--- src/rtl/bus_region_ctrl_if.sv ---
// Processor-side bus bundle for the 8088 region controller: strobes and address
// in from the CPU, chip selects, READY and status flags back out.
interface bus_region_ctrl_if #(
  parameter int unsigned AW          = 20,
  parameter int unsigned NUM_REGIONS = 4
);
  logic                   ALE;
  logic                   IOM;
  logic                   RD;
  logic                   WR;
  logic [AW-9:0]          A;
  logic [7:0]             AD;
  logic [AW-1:0]          Address;
  logic [NUM_REGIONS-1:0] CS;
  logic                   READY;
  logic                   DECODE_ERR;
  logic                   PROTO_ERR;
  logic                   BUS_TIMEOUT;
  logic [1:0]             BUS_STATE;

  modport master (
    output ALE, IOM, RD, WR, A, AD,
    input  Address, CS, READY, DECODE_ERR, PROTO_ERR, BUS_TIMEOUT, BUS_STATE
  );

  modport slave (
    input  ALE, IOM, RD, WR, A, AD,
    output Address, CS, READY, DECODE_ERR, PROTO_ERR, BUS_TIMEOUT, BUS_STATE
  );
endinterface

--- src/rtl/bus_region_ctrl.sv ---
// 8088 address latch, parametrised IO/memory region decoder and per-region
// wait-state generator with decode, protocol and timeout error flags.
module bus_region_ctrl #(
  parameter int unsigned                 AW           = 20,
  parameter int unsigned                 NUM_REGIONS  = 4,
  parameter logic [NUM_REGIONS*AW-1:0]   REGION_BASE  = {20'h00000, 20'h80000, 20'h01C00, 20'h0FF00},
  parameter logic [NUM_REGIONS*AW-1:0]   REGION_LIMIT = {20'h7FFFF, 20'hFFFFF, 20'h01DFF, 20'h0FF0F},
  parameter logic [NUM_REGIONS-1:0]      REGION_IOM   = 4'b0011,
  parameter logic [NUM_REGIONS*4-1:0]    REGION_WAIT  = {4'd3, 4'd0, 4'd2, 4'd1},
  parameter int unsigned                 TIMEOUT      = 64
) (
  input logic              CLK,
  input logic              RESET,
  bus_region_ctrl_if.slave bus
);

  localparam int unsigned WW = 4;
  localparam int unsigned TW = $clog2(TIMEOUT + 1);
  localparam logic [TW-1:0] TO_MAX = TW'(TIMEOUT);

  localparam logic [1:0] ST_IDLE    = 2'd0;
  localparam logic [1:0] ST_DECODED = 2'd1;
  localparam logic [1:0] ST_WAIT    = 2'd2;
  localparam logic [1:0] ST_ACTIVE  = 2'd3;

  logic [1:0]             state_q, state_d;
  logic [AW-1:0]          addr_q, addr_d;
  logic [NUM_REGIONS-1:0] cs_q, cs_d;
  logic                   ready_q, ready_d;
  logic                   dec_err_q, dec_err_d;
  logic                   proto_q, proto_d;
  logic                   tout_q, tout_d;
  logic [WW-1:0]          wcnt_q, wcnt_d;
  logic [WW-1:0]          wsel_q, wsel_d;
  logic [TW-1:0]          tcnt_q, tcnt_d;

  logic [AW-1:0]          cap_addr_c;
  logic [NUM_REGIONS-1:0] dec_cs_c;
  logic [WW-1:0]          dec_wait_c;
  logic                   dec_hit_c;

  assign cap_addr_c = {bus.A, bus.AD};

  // Region decode of the address on the bus; first matching index wins.
  always_comb begin
    logic [AW-1:0] base_v;
    logic [AW-1:0] limit_v;
    logic          in_v;
    dec_cs_c   = '0;
    dec_wait_c = '0;
    dec_hit_c  = 1'b0;
    base_v     = '0;
    limit_v    = '0;
    in_v       = 1'b0;
    for (int i = 0; i < NUM_REGIONS; i++) begin
      base_v  = REGION_BASE[i*AW +: AW];
      limit_v = REGION_LIMIT[i*AW +: AW];
      if (REGION_IOM[i])
        in_v = (cap_addr_c[15:0] >= base_v[15:0]) && (cap_addr_c[15:0] <= limit_v[15:0]);
      else
        in_v = (cap_addr_c >= base_v) && (cap_addr_c <= limit_v);
      if (!dec_hit_c && in_v && (REGION_IOM[i] == bus.IOM)) begin
        dec_hit_c   = 1'b1;
        dec_cs_c[i] = 1'b1;
        dec_wait_c  = REGION_WAIT[i*WW +: WW];
      end
    end
  end

  always_comb begin
    logic [TW-1:0] tcnt_inc_v;
    logic          any_v;
    logic          both_v;
    state_d   = state_q;
    addr_d    = addr_q;
    cs_d      = cs_q;
    ready_d   = ready_q;
    dec_err_d = dec_err_q;
    proto_d   = 1'b0;
    tout_d    = 1'b0;
    wcnt_d    = wcnt_q;
    wsel_d    = wsel_q;
    tcnt_d    = tcnt_q;
    any_v      = !bus.RD || !bus.WR;
    both_v     = !bus.RD && !bus.WR;
    tcnt_inc_v = (tcnt_q == TO_MAX) ? tcnt_q : TW'(tcnt_q + TW'(1));

    if (bus.ALE && (state_q == ST_IDLE || state_q == ST_DECODED)) begin
      addr_d    = cap_addr_c;
      cs_d      = dec_cs_c;
      dec_err_d = !dec_hit_c;
      wsel_d    = dec_wait_c;
      state_d   = ST_DECODED;
    end else begin
      case (state_q)
        ST_IDLE: state_d = ST_IDLE;
        ST_DECODED: begin
          if (both_v) begin
            proto_d = 1'b1;
            cs_d    = '0;
            state_d = ST_IDLE;
          end else if (any_v) begin
            tcnt_d = '0;
            // Unmapped accesses carry wsel 0 and so never stall.
            if (wsel_q != '0) begin
              ready_d = 1'b0;
              wcnt_d  = wsel_q;
              state_d = ST_WAIT;
            end else begin
              state_d = ST_ACTIVE;
            end
          end
        end
        ST_WAIT: begin
          tcnt_d = tcnt_inc_v;
          if (tcnt_inc_v == TO_MAX) begin
            tout_d  = 1'b1;
            ready_d = 1'b1;
            cs_d    = '0;
            state_d = ST_IDLE;
          end else if (!any_v) begin
            ready_d = 1'b1;
            cs_d    = '0;
            state_d = ST_IDLE;
          end else if (wcnt_q == WW'(1)) begin
            ready_d = 1'b1;
            state_d = ST_ACTIVE;
          end else begin
            wcnt_d = wcnt_q - WW'(1);
          end
        end
        ST_ACTIVE: begin
          tcnt_d = tcnt_inc_v;
          if (tcnt_inc_v == TO_MAX) begin
            tout_d  = 1'b1;
            ready_d = 1'b1;
            cs_d    = '0;
            state_d = ST_IDLE;
          end else if (!any_v) begin
            cs_d    = '0;
            state_d = ST_IDLE;
          end
        end
        default: state_d = ST_IDLE;
      endcase
    end
  end

  always_ff @(posedge CLK or posedge RESET) begin
    if (RESET) begin
      state_q   <= ST_IDLE;
      addr_q    <= '0;
      cs_q      <= '0;
      ready_q   <= 1'b1;
      dec_err_q <= 1'b0;
      proto_q   <= 1'b0;
      tout_q    <= 1'b0;
      wcnt_q    <= '0;
      wsel_q    <= '0;
      tcnt_q    <= '0;
    end else begin
      state_q   <= state_d;
      addr_q    <= addr_d;
      cs_q      <= cs_d;
      ready_q   <= ready_d;
      dec_err_q <= dec_err_d;
      proto_q   <= proto_d;
      tout_q    <= tout_d;
      wcnt_q    <= wcnt_d;
      wsel_q    <= wsel_d;
      tcnt_q    <= tcnt_d;
    end
  end

  assign bus.Address     = addr_q;
  assign bus.CS          = cs_q;
  assign bus.READY       = ready_q;
  assign bus.DECODE_ERR  = dec_err_q;
  assign bus.PROTO_ERR   = proto_q;
  assign bus.BUS_TIMEOUT = tout_q;
  assign bus.BUS_STATE   = state_q;

endmodule

--- src/flat_wrapper.sv ---
// flat-port wrapper written by rule: the top's interface ports become plain ports
module bus_region_ctrl_flat 
#(
  parameter int unsigned                 AW           = 20,
  parameter int unsigned                 NUM_REGIONS  = 4,
  parameter logic [NUM_REGIONS*AW-1:0]   REGION_BASE  = {20'h00000, 20'h80000, 20'h01C00, 20'h0FF00},
  parameter logic [NUM_REGIONS*AW-1:0]   REGION_LIMIT = {20'h7FFFF, 20'hFFFFF, 20'h01DFF, 20'h0FF0F},
  parameter logic [NUM_REGIONS-1:0]      REGION_IOM   = 4'b0011,
  parameter logic [NUM_REGIONS*4-1:0]    REGION_WAIT  = {4'd3, 4'd0, 4'd2, 4'd1},
  parameter int unsigned                 TIMEOUT      = 64
)
  (CLK, RESET, bus_ALE, bus_IOM, bus_RD, bus_WR, bus_A, bus_AD, bus_Address, bus_CS, bus_READY, bus_DECODE_ERR, bus_PROTO_ERR, bus_BUS_TIMEOUT, bus_BUS_STATE);
  bus_region_ctrl_if #(.AW(AW), .NUM_REGIONS(NUM_REGIONS)) bus_i ();
  input logic CLK;
  input logic RESET;
  input wire logic [$bits(bus_i.ALE)-1:0] bus_ALE;
  input wire logic [$bits(bus_i.IOM)-1:0] bus_IOM;
  input wire logic [$bits(bus_i.RD)-1:0] bus_RD;
  input wire logic [$bits(bus_i.WR)-1:0] bus_WR;
  input wire logic [$bits(bus_i.A)-1:0] bus_A;
  input wire logic [$bits(bus_i.AD)-1:0] bus_AD;
  output wire logic [$bits(bus_i.Address)-1:0] bus_Address;
  output wire logic [$bits(bus_i.CS)-1:0] bus_CS;
  output wire logic [$bits(bus_i.READY)-1:0] bus_READY;
  output wire logic [$bits(bus_i.DECODE_ERR)-1:0] bus_DECODE_ERR;
  output wire logic [$bits(bus_i.PROTO_ERR)-1:0] bus_PROTO_ERR;
  output wire logic [$bits(bus_i.BUS_TIMEOUT)-1:0] bus_BUS_TIMEOUT;
  output wire logic [$bits(bus_i.BUS_STATE)-1:0] bus_BUS_STATE;
  assign bus_i.ALE = bus_ALE;
  assign bus_i.IOM = bus_IOM;
  assign bus_i.RD = bus_RD;
  assign bus_i.WR = bus_WR;
  assign bus_i.A = bus_A;
  assign bus_i.AD = bus_AD;
  assign bus_Address = bus_i.Address;
  assign bus_CS = bus_i.CS;
  assign bus_READY = bus_i.READY;
  assign bus_DECODE_ERR = bus_i.DECODE_ERR;
  assign bus_PROTO_ERR = bus_i.PROTO_ERR;
  assign bus_BUS_TIMEOUT = bus_i.BUS_TIMEOUT;
  assign bus_BUS_STATE = bus_i.BUS_STATE;
  bus_region_ctrl #(.AW(AW), .NUM_REGIONS(NUM_REGIONS), .REGION_BASE(REGION_BASE), .REGION_LIMIT(REGION_LIMIT), .REGION_IOM(REGION_IOM), .REGION_WAIT(REGION_WAIT), .TIMEOUT(TIMEOUT)) u_core (.CLK(CLK), .RESET(RESET), .bus(bus_i));
endmodule
--- config.mk ---
export PLATFORM = sky130hd
export DESIGN_NAME = bus_region_ctrl_flat
export DESIGN_NICKNAME = d
export VERILOG_FILES = /design/src/rtl/bus_region_ctrl_if.sv /design/src/rtl/bus_region_ctrl.sv /design/src/flat_wrapper.sv
export SDC_FILE = /design/constraint.sdc
export NUM_CORES = 1
export LEC_CHECK = 0
export CAP_MARGIN = 5
export CORE_MARGIN = 8
export CORE_UTILIZATION = 35
export DETAILED_ROUTE_END_ITERATION = 10
export MAX_ROUTING_LAYER = met4
export PLACE_DENSITY = 0.67
export SLEW_MARGIN = 20
export SYNTH_ARGS = -nofsm -noshare
export SYNTH_HDL_FRONTEND = slang
export SYNTH_SLANG_ARGS = --single-unit
--- constraint.sdc ---
create_clock -name CLK -period 7.3 [get_ports CLK]
set_input_delay 0.73 -clock CLK [delete_from_list [all_inputs] [get_ports CLK]]
set_output_delay 0.73 -clock CLK [all_outputs]
set_load 0.005 [all_outputs]
Word-level counts from Yosys, hierarchy flattened
Cells that the tools add are included.
{"block": "totals", "in_bits": 26, "regBits": 45, "wordCells": 125, "out_inout_bits": 30}
{"block": "op_classes", "addsub": 2, "n_mux": 51, "eq_ne": 19, "bitwise_logic": 2, "order_cmp": 8, "reduce_logical": 33}
{"cell": "4-bit two-way mux", "n": 13}
{"cell": "1-bit two-way mux", "n": 22}
{"cell": "7-bit two-way mux", "n": 3}
{"cell": "20-bit by 1-bit greater-or-equal comparator with 1-bit output (second input constant)", "n": 1}
{"cell": "20-bit greater-or-equal comparator (second input constant)", "n": 1}
{"cell": "20-bit by 19-bit less-or-equal comparator with 1-bit output (second input constant)", "n": 1}
{"cell": "20-bit less-or-equal comparator (second input constant)", "n": 1}
{"cell": "16-bit by 13-bit greater-or-equal comparator with 1-bit output (second input constant)", "n": 1}
{"cell": "16-bit greater-or-equal comparator (second input constant)", "n": 1}
{"cell": "16-bit by 13-bit less-or-equal comparator with 1-bit output (second input constant)", "n": 1}
{"cell": "16-bit less-or-equal comparator (second input constant)", "n": 1}
{"cell": "2-bit two-way mux", "n": 8}
{"cell": "4-bit one-hot mux with 2 select lines", "n": 2}
{"cell": "7-bit == test (second input constant)", "n": 2}
{"cell": "7-bit one-hot mux with 2 select lines", "n": 1}
{"cell": "1-bit logical AND", "n": 13}
{"cell": "4-bit inequality test (second input constant)", "n": 3}
{"cell": "2-bit inequality test (second input constant)", "n": 4}
{"cell": "2-bit one-hot mux with 4 select lines", "n": 1}
{"cell": "8-bit AND reduction", "n": 1}
{"cell": "7-bit by 1-bit adder with 7-bit output (second input constant)", "n": 1}
{"cell": "7-bit AND reduction", "n": 1}
{"cell": "1-bit logical NOT", "n": 6}
{"cell": "2-bit by 1-bit inequality test with 1-bit output (second input constant)", "n": 3}
{"cell": "other kinds (17)", "n": 23}

Logic depth before layout (Yosys ltp)
{"block": "depth", "word_depth": 17, "ltp_mapped": 10, "mapped_depth_nobuf": 8}

Least setup slack after synthesis
OpenSTA, ideal clock, no wires.
{"block": "synth_timing", "path_kind": "register -> register", "from": "reg u_core.tcnt_q[0]", "to": "reg u_core.wcnt_q[1]", "setup_slack_ps": 4886, "stages_incl_launch_ff": 10, "setup_time_ps": 126, "required_time_ps": 7174, "period_less_slack_ps": 2414, "t_arrival_ps": 2288, "path_buffers": 1, "cell_sequence": "dfrtp_1 > inv_1 > ha_1 > nand4bb_1 > or3_4 > mux2_2 > or4_1 > buf_2 > and2_1 > a221o_1"}
{"block": "synth_between", "elab_chain_len": 5, "word_cells_on_any_way": 6, "classes_between": "add/sub: 1; eq/ne: 3; mux: 1; reduce/logical: 1"}
{"element": "start: declaration", "line": "bus_region_ctrl.sv:35", "source": "logic [TW-1:0] tcnt_q, tcnt_d;"}
{"element": "start signal: assignment", "line": "bus_region_ctrl.sv:171", "source": "tcnt_q <= tcnt_d;"}
{"element": "7-bit by 1-bit adder with 7-bit output or 7-bit == test (tied branches)", "line": "bus_region_ctrl.sv:86", "source": "tcnt_inc_v = (tcnt_q == TO_MAX) ? tcnt_q : TW'(tcnt_q + TW'(1));"}
{"element": "7-bit two-way mux (*)", "line": "bus_region_ctrl.sv:86"}
{"element": "7-bit == test (*)", "line": "bus_region_ctrl.sv:116", "source": "if (tcnt_inc_v == TO_MAX) begin"}
{"element": "2-bit inequality test (no line) (*)"}
{"element": "8-bit AND reduction (no line) (*)"}
{"element": "end signal: assignment", "line": "bus_region_ctrl.sv:169", "source": "wcnt_q <= wcnt_d;"}
{"element": "end: declaration", "line": "bus_region_ctrl.sv:33", "source": "logic [WW-1:0] wcnt_q, wcnt_d;"}
Mark *: on every way between the ends. The rest lies on a longest branch, timed or not.
A chain may end at the register's enable or synchronous reset.

Final worst setup path
{"block": "layout_timing", "from": "reg u_core.tcnt_q[0]", "to": "reg u_core.cs_q[2] (netlist: u_core.bus.CS[2])"}
{"block": "layout_between", "elab_chain_len": 6, "word_cells_on_any_way": 9, "classes_between": "add/sub: 1; eq/ne: 3; mux: 4; reduce/logical: 1"}
{"element": "7-bit by 1-bit adder with 7-bit output or 7-bit == test (tied branches)", "line": "bus_region_ctrl.sv:86"}
{"element": "7-bit two-way mux (*)", "line": "bus_region_ctrl.sv:86"}
{"element": "7-bit == test (*)", "line": "bus_region_ctrl.sv:116, bus_region_ctrl.sv:134"}
{"element": "4-bit two-way mux", "line": "bus_region_ctrl.sv:134", "source": "if (tcnt_inc_v == TO_MAX) begin"}
{"element": "4-bit one-hot mux with 2 select lines", "line": "bus_region_ctrl.sv:95", "source": "case (state_q)"}
{"element": "4-bit two-way mux", "line": "bus_region_ctrl.sv:88", "source": "if (bus.ALE && (state_q == ST_IDLE || state_q == ST_DECODED)) begin"}
{"element": "end signal: assignment", "line": "bus_region_ctrl.sv:164", "source": "cs_q <= cs_d;"}
{"element": "end: declaration", "line": "bus_region_ctrl.sv:28", "source": "logic [NUM_REGIONS-1:0] cs_q, cs_d;"}
Marked as above.

==> impl_metrics.json <==
{
  "fin_nets": 354,
  "hold_class": "reg2reg",
  "drcViolationCount": 0,
  "syn_to_final_growth_pct": 30.4,
  "gr-total-overflow": 0,
  "ys_seq_area_share_pct": 46.5,
  "die_height_um": 97.3,
  "hold_path_depth": 2,
  "coreArea_um2": 6390,
  "finalHoldViolCount": 0,
  "final_area_um2": 3020,
  "clk_latency_ns": 0.30,
  "layout_commonest_cell": "nand2_1",
  "diodes": 0,
  "grt_use_total_pct": 12.6,
  "period_share_pct": 38.2,
  "timing.rr.start": "u_core.tcnt_q[0]",
  "synthFlopType": "dfrtp_1",
  "cts_inserted_buffers": 5,
  "tritoncts": "built",
  "yosys.area_share.xor_xnor_pct": 1.51,
  "postCtsSetupBuffers": 0,
  "fin_tns_setup_ns": 0,
  "skew_ns": 0.0104,
  "grt_first_pass_wirelength_um": 9920,
  "synth_top_family_by_area": "simple AND/OR/NAND/NOR gates",
  "clock-sinks": 43,
  "firstDrtPassIters": 4,
  "worst_r2r_endpoint": "u_core.bus.CS[2]",
  "htree_levels": 2,
  "hpwl_um": 4130,
  "fin_crit_ns": 2.79,
  "hold_buffers": 0,
  "ff2ff_setup_slack_ns": 4.51,
  "rsz0062_at_grt": "false",
  "fmax_mhz": 359,
  "power_w": 0.00104,
  "critPathKind": "reg2reg",
  "place_area_um2": 2920,
  "worstRegToRegCells": 8,
  "clkTransAtPathRegs_ns": 0.09,
  "pre_cts_slack_ns": 4.53,
  "pin_count": 56,
  "clockBufferDepth": 2,
  "num_rows": 29,
  "worst_pin_slew_ns": 1.02,
  "hp-start": "u_core.bus.Address[4]",
  "ctsResizeCount": 0,
  "dieArea_um2": 9470,
  "ys_types": 49,
  "layout-drive-gt1-share_pct": 6.23,
  "cts-root-buf": "clkbuf_8",
  "power_density_nw_per_um2": 345,
  "antenna_found_initial": 0,
  "status": "finished, final reports clean",
  "cp.required_ns": 7.48,
  "setup_viol": 0,
  "synth_area_per_cell_um2": 8.60,
  "grt_pass1_vias": 2111,
  "critPathMaxFanout": 14,
  "synth_seq_cells": 43,
  "vias": 2043,
  "setup.worst_path.start_class": "flip-flop",
  "critPathCaptureType": "flip-flop",
  "mappedNetlistArea_um2": 2310,
  "vias_per_cell": 5.13,
  "fin_ws_ns": 4.51,
  "post_drt_wl_per_cell_um": 14.5,
  "yosys_warnings": 0,
  "syn_nets": 303,
  "routed_wl_um": 5770,
  "die_w_um": 97.3,
  "ant_nets": 0,
  "arrival_ns": 2.97,
  "start_util_pct": 36.2,
  "maxCapViolCount": 0,
  "synth-simple-area-share_pct": 28.1,
  "gp_congestion": 0.898,
  "grt_max_degree": 44,
  "fillerInstances": 625,
  "slew_violations": 0,
  "drt_iter0_markers": 96,
  "slew-limit-headroom_pct": 31.7,
  "netlist_instances": 269,
  "peakVddDrop_mv": 0.199,
  "hold_end": "u_core.bus.Address[4]",
  "synth_edf_count": 0,
  "p_leak_nw": 1.32,
  "synthAdderAreaFrac_pct": 4.32,
  "synthMuxAreaShare_pct": 2.00,
  "synth-compound-area-share_pct": 13.5,
  "final_cell_mix": "nand2_1 (86), clkdlybuf4s50_1 (55), dfrtp_1 (42), o21ai_0 (13), nor2_1 (12)",
  "io_buffers": 55,
  "synthArstFlopShare_pct": 100
}
[sequential cells by signal, indices dropped and copies added, names as in the netlist]
signal / cells
u_core.bus.Address: 20
u_core.wcnt_q: 4
u_core.bus.DECODE_ERR: 1
u_core.bus.BUS_TIMEOUT: 1
u_core.bus.CS: 4
u_core.bus.READY: 1
u_core.bus.PROTO_ERR: 1
u_core.bus.BUS_STATE: 2
u_core.tcnt_q: 7
u_core.wsel_q: 2
[Yosys cell counts, drive strengths merged (6+ instances only)]
cell,count,area share (%)
nand3,11,2.4
nor2,12,1.9
ha,8,4.3
clkbuf,7,1.2
a21oi,9,1.9
nand2,86,14
o21ai,15,3.2
buf,6,1.4
inv,9,1.5
dfrtp,42,45
[per-layer routing]
metal  global-route usage [%]  wire length (µm)  vias to the layer above  part of all wire [%]
li1                         -                 -                     1023                     -
met4                     2.91                46                        0                  0.80
met2                     17.9              2420                       64                    42
met1                     15.8              2760                      949                    48
met5                        -                 0                        -                     0
met3                     5.90               543                        7                   9.4
[critical path: stages, from the launching register on]
cell and delay (ns):
dfrtp_1 0.42, inv_1 0.10, ha_1 0.15, nand4bb_1 0.12, or3_4 0.38, mux2_2 0.27, or4_1 0.68, a311oi_2 0.45
nor2_1 0.10
[area by class of cell]
type	count	area, µm²	share of cell area, %
clock buffer	6	82.6	2.74
multi-input combinational	204	1150	38.0
sequential	43	1080	35.7
timing repair buffer	57	566	18.7
tap	77	96.3	3.19
inverter	9	33.8	1.12
clock inverter	2	16.3	0.539
[power breakdown]
group / switching (W) / total (W) / internal, W
Sequential: 0.0000611 / 0.000387 / 0.000326
Clock: 0.0000871 / 0.000164 / 0.0000773
Combinational: 0.000247 / 0.000490 / 0.000242
[worst max-delay path by stage]
stage	slack (ns)	startpoint	to	depth (start not counted)
after floorplan	4.89	u_core.tcnt_q[0]	u_core.wcnt_q[1]	9
after global placement	4.60	bus_ALE	u_core.bus.BUS_STATE[0]	5
after detailed placement	4.53	u_core.tcnt_q[0]	u_core.bus.CS[2]	8
after CTS	4.52	u_core.tcnt_q[0]	u_core.bus.CS[2]	8
after global routing	4.33	u_core.tcnt_q[0]	u_core.bus.CS[1]	8
final	4.51	u_core.tcnt_q[0]	u_core.bus.CS[2]	8
[kinds of logic after synthesis]
logic type | count (synthesis)
buf+inv | 22
compound gates | 46
simple gates | 142
flops | 43
fa+ha+maj | 8
mux | 4
xor+xnor | 4
[through the flow]
stage,hold WS [ns],util [%],std cells
3_3_place_gp,0.457,45.7,390
2_1_floorplan,0.454,-,269
6_report,0.477,47.3,398
3_5_place_dp,0.461,45.7,390
4_1_cts,0.485,47.3,398
5_1_grt,0.515,47.3,398
No activity file was read; power rests on OpenSTA's default activity.
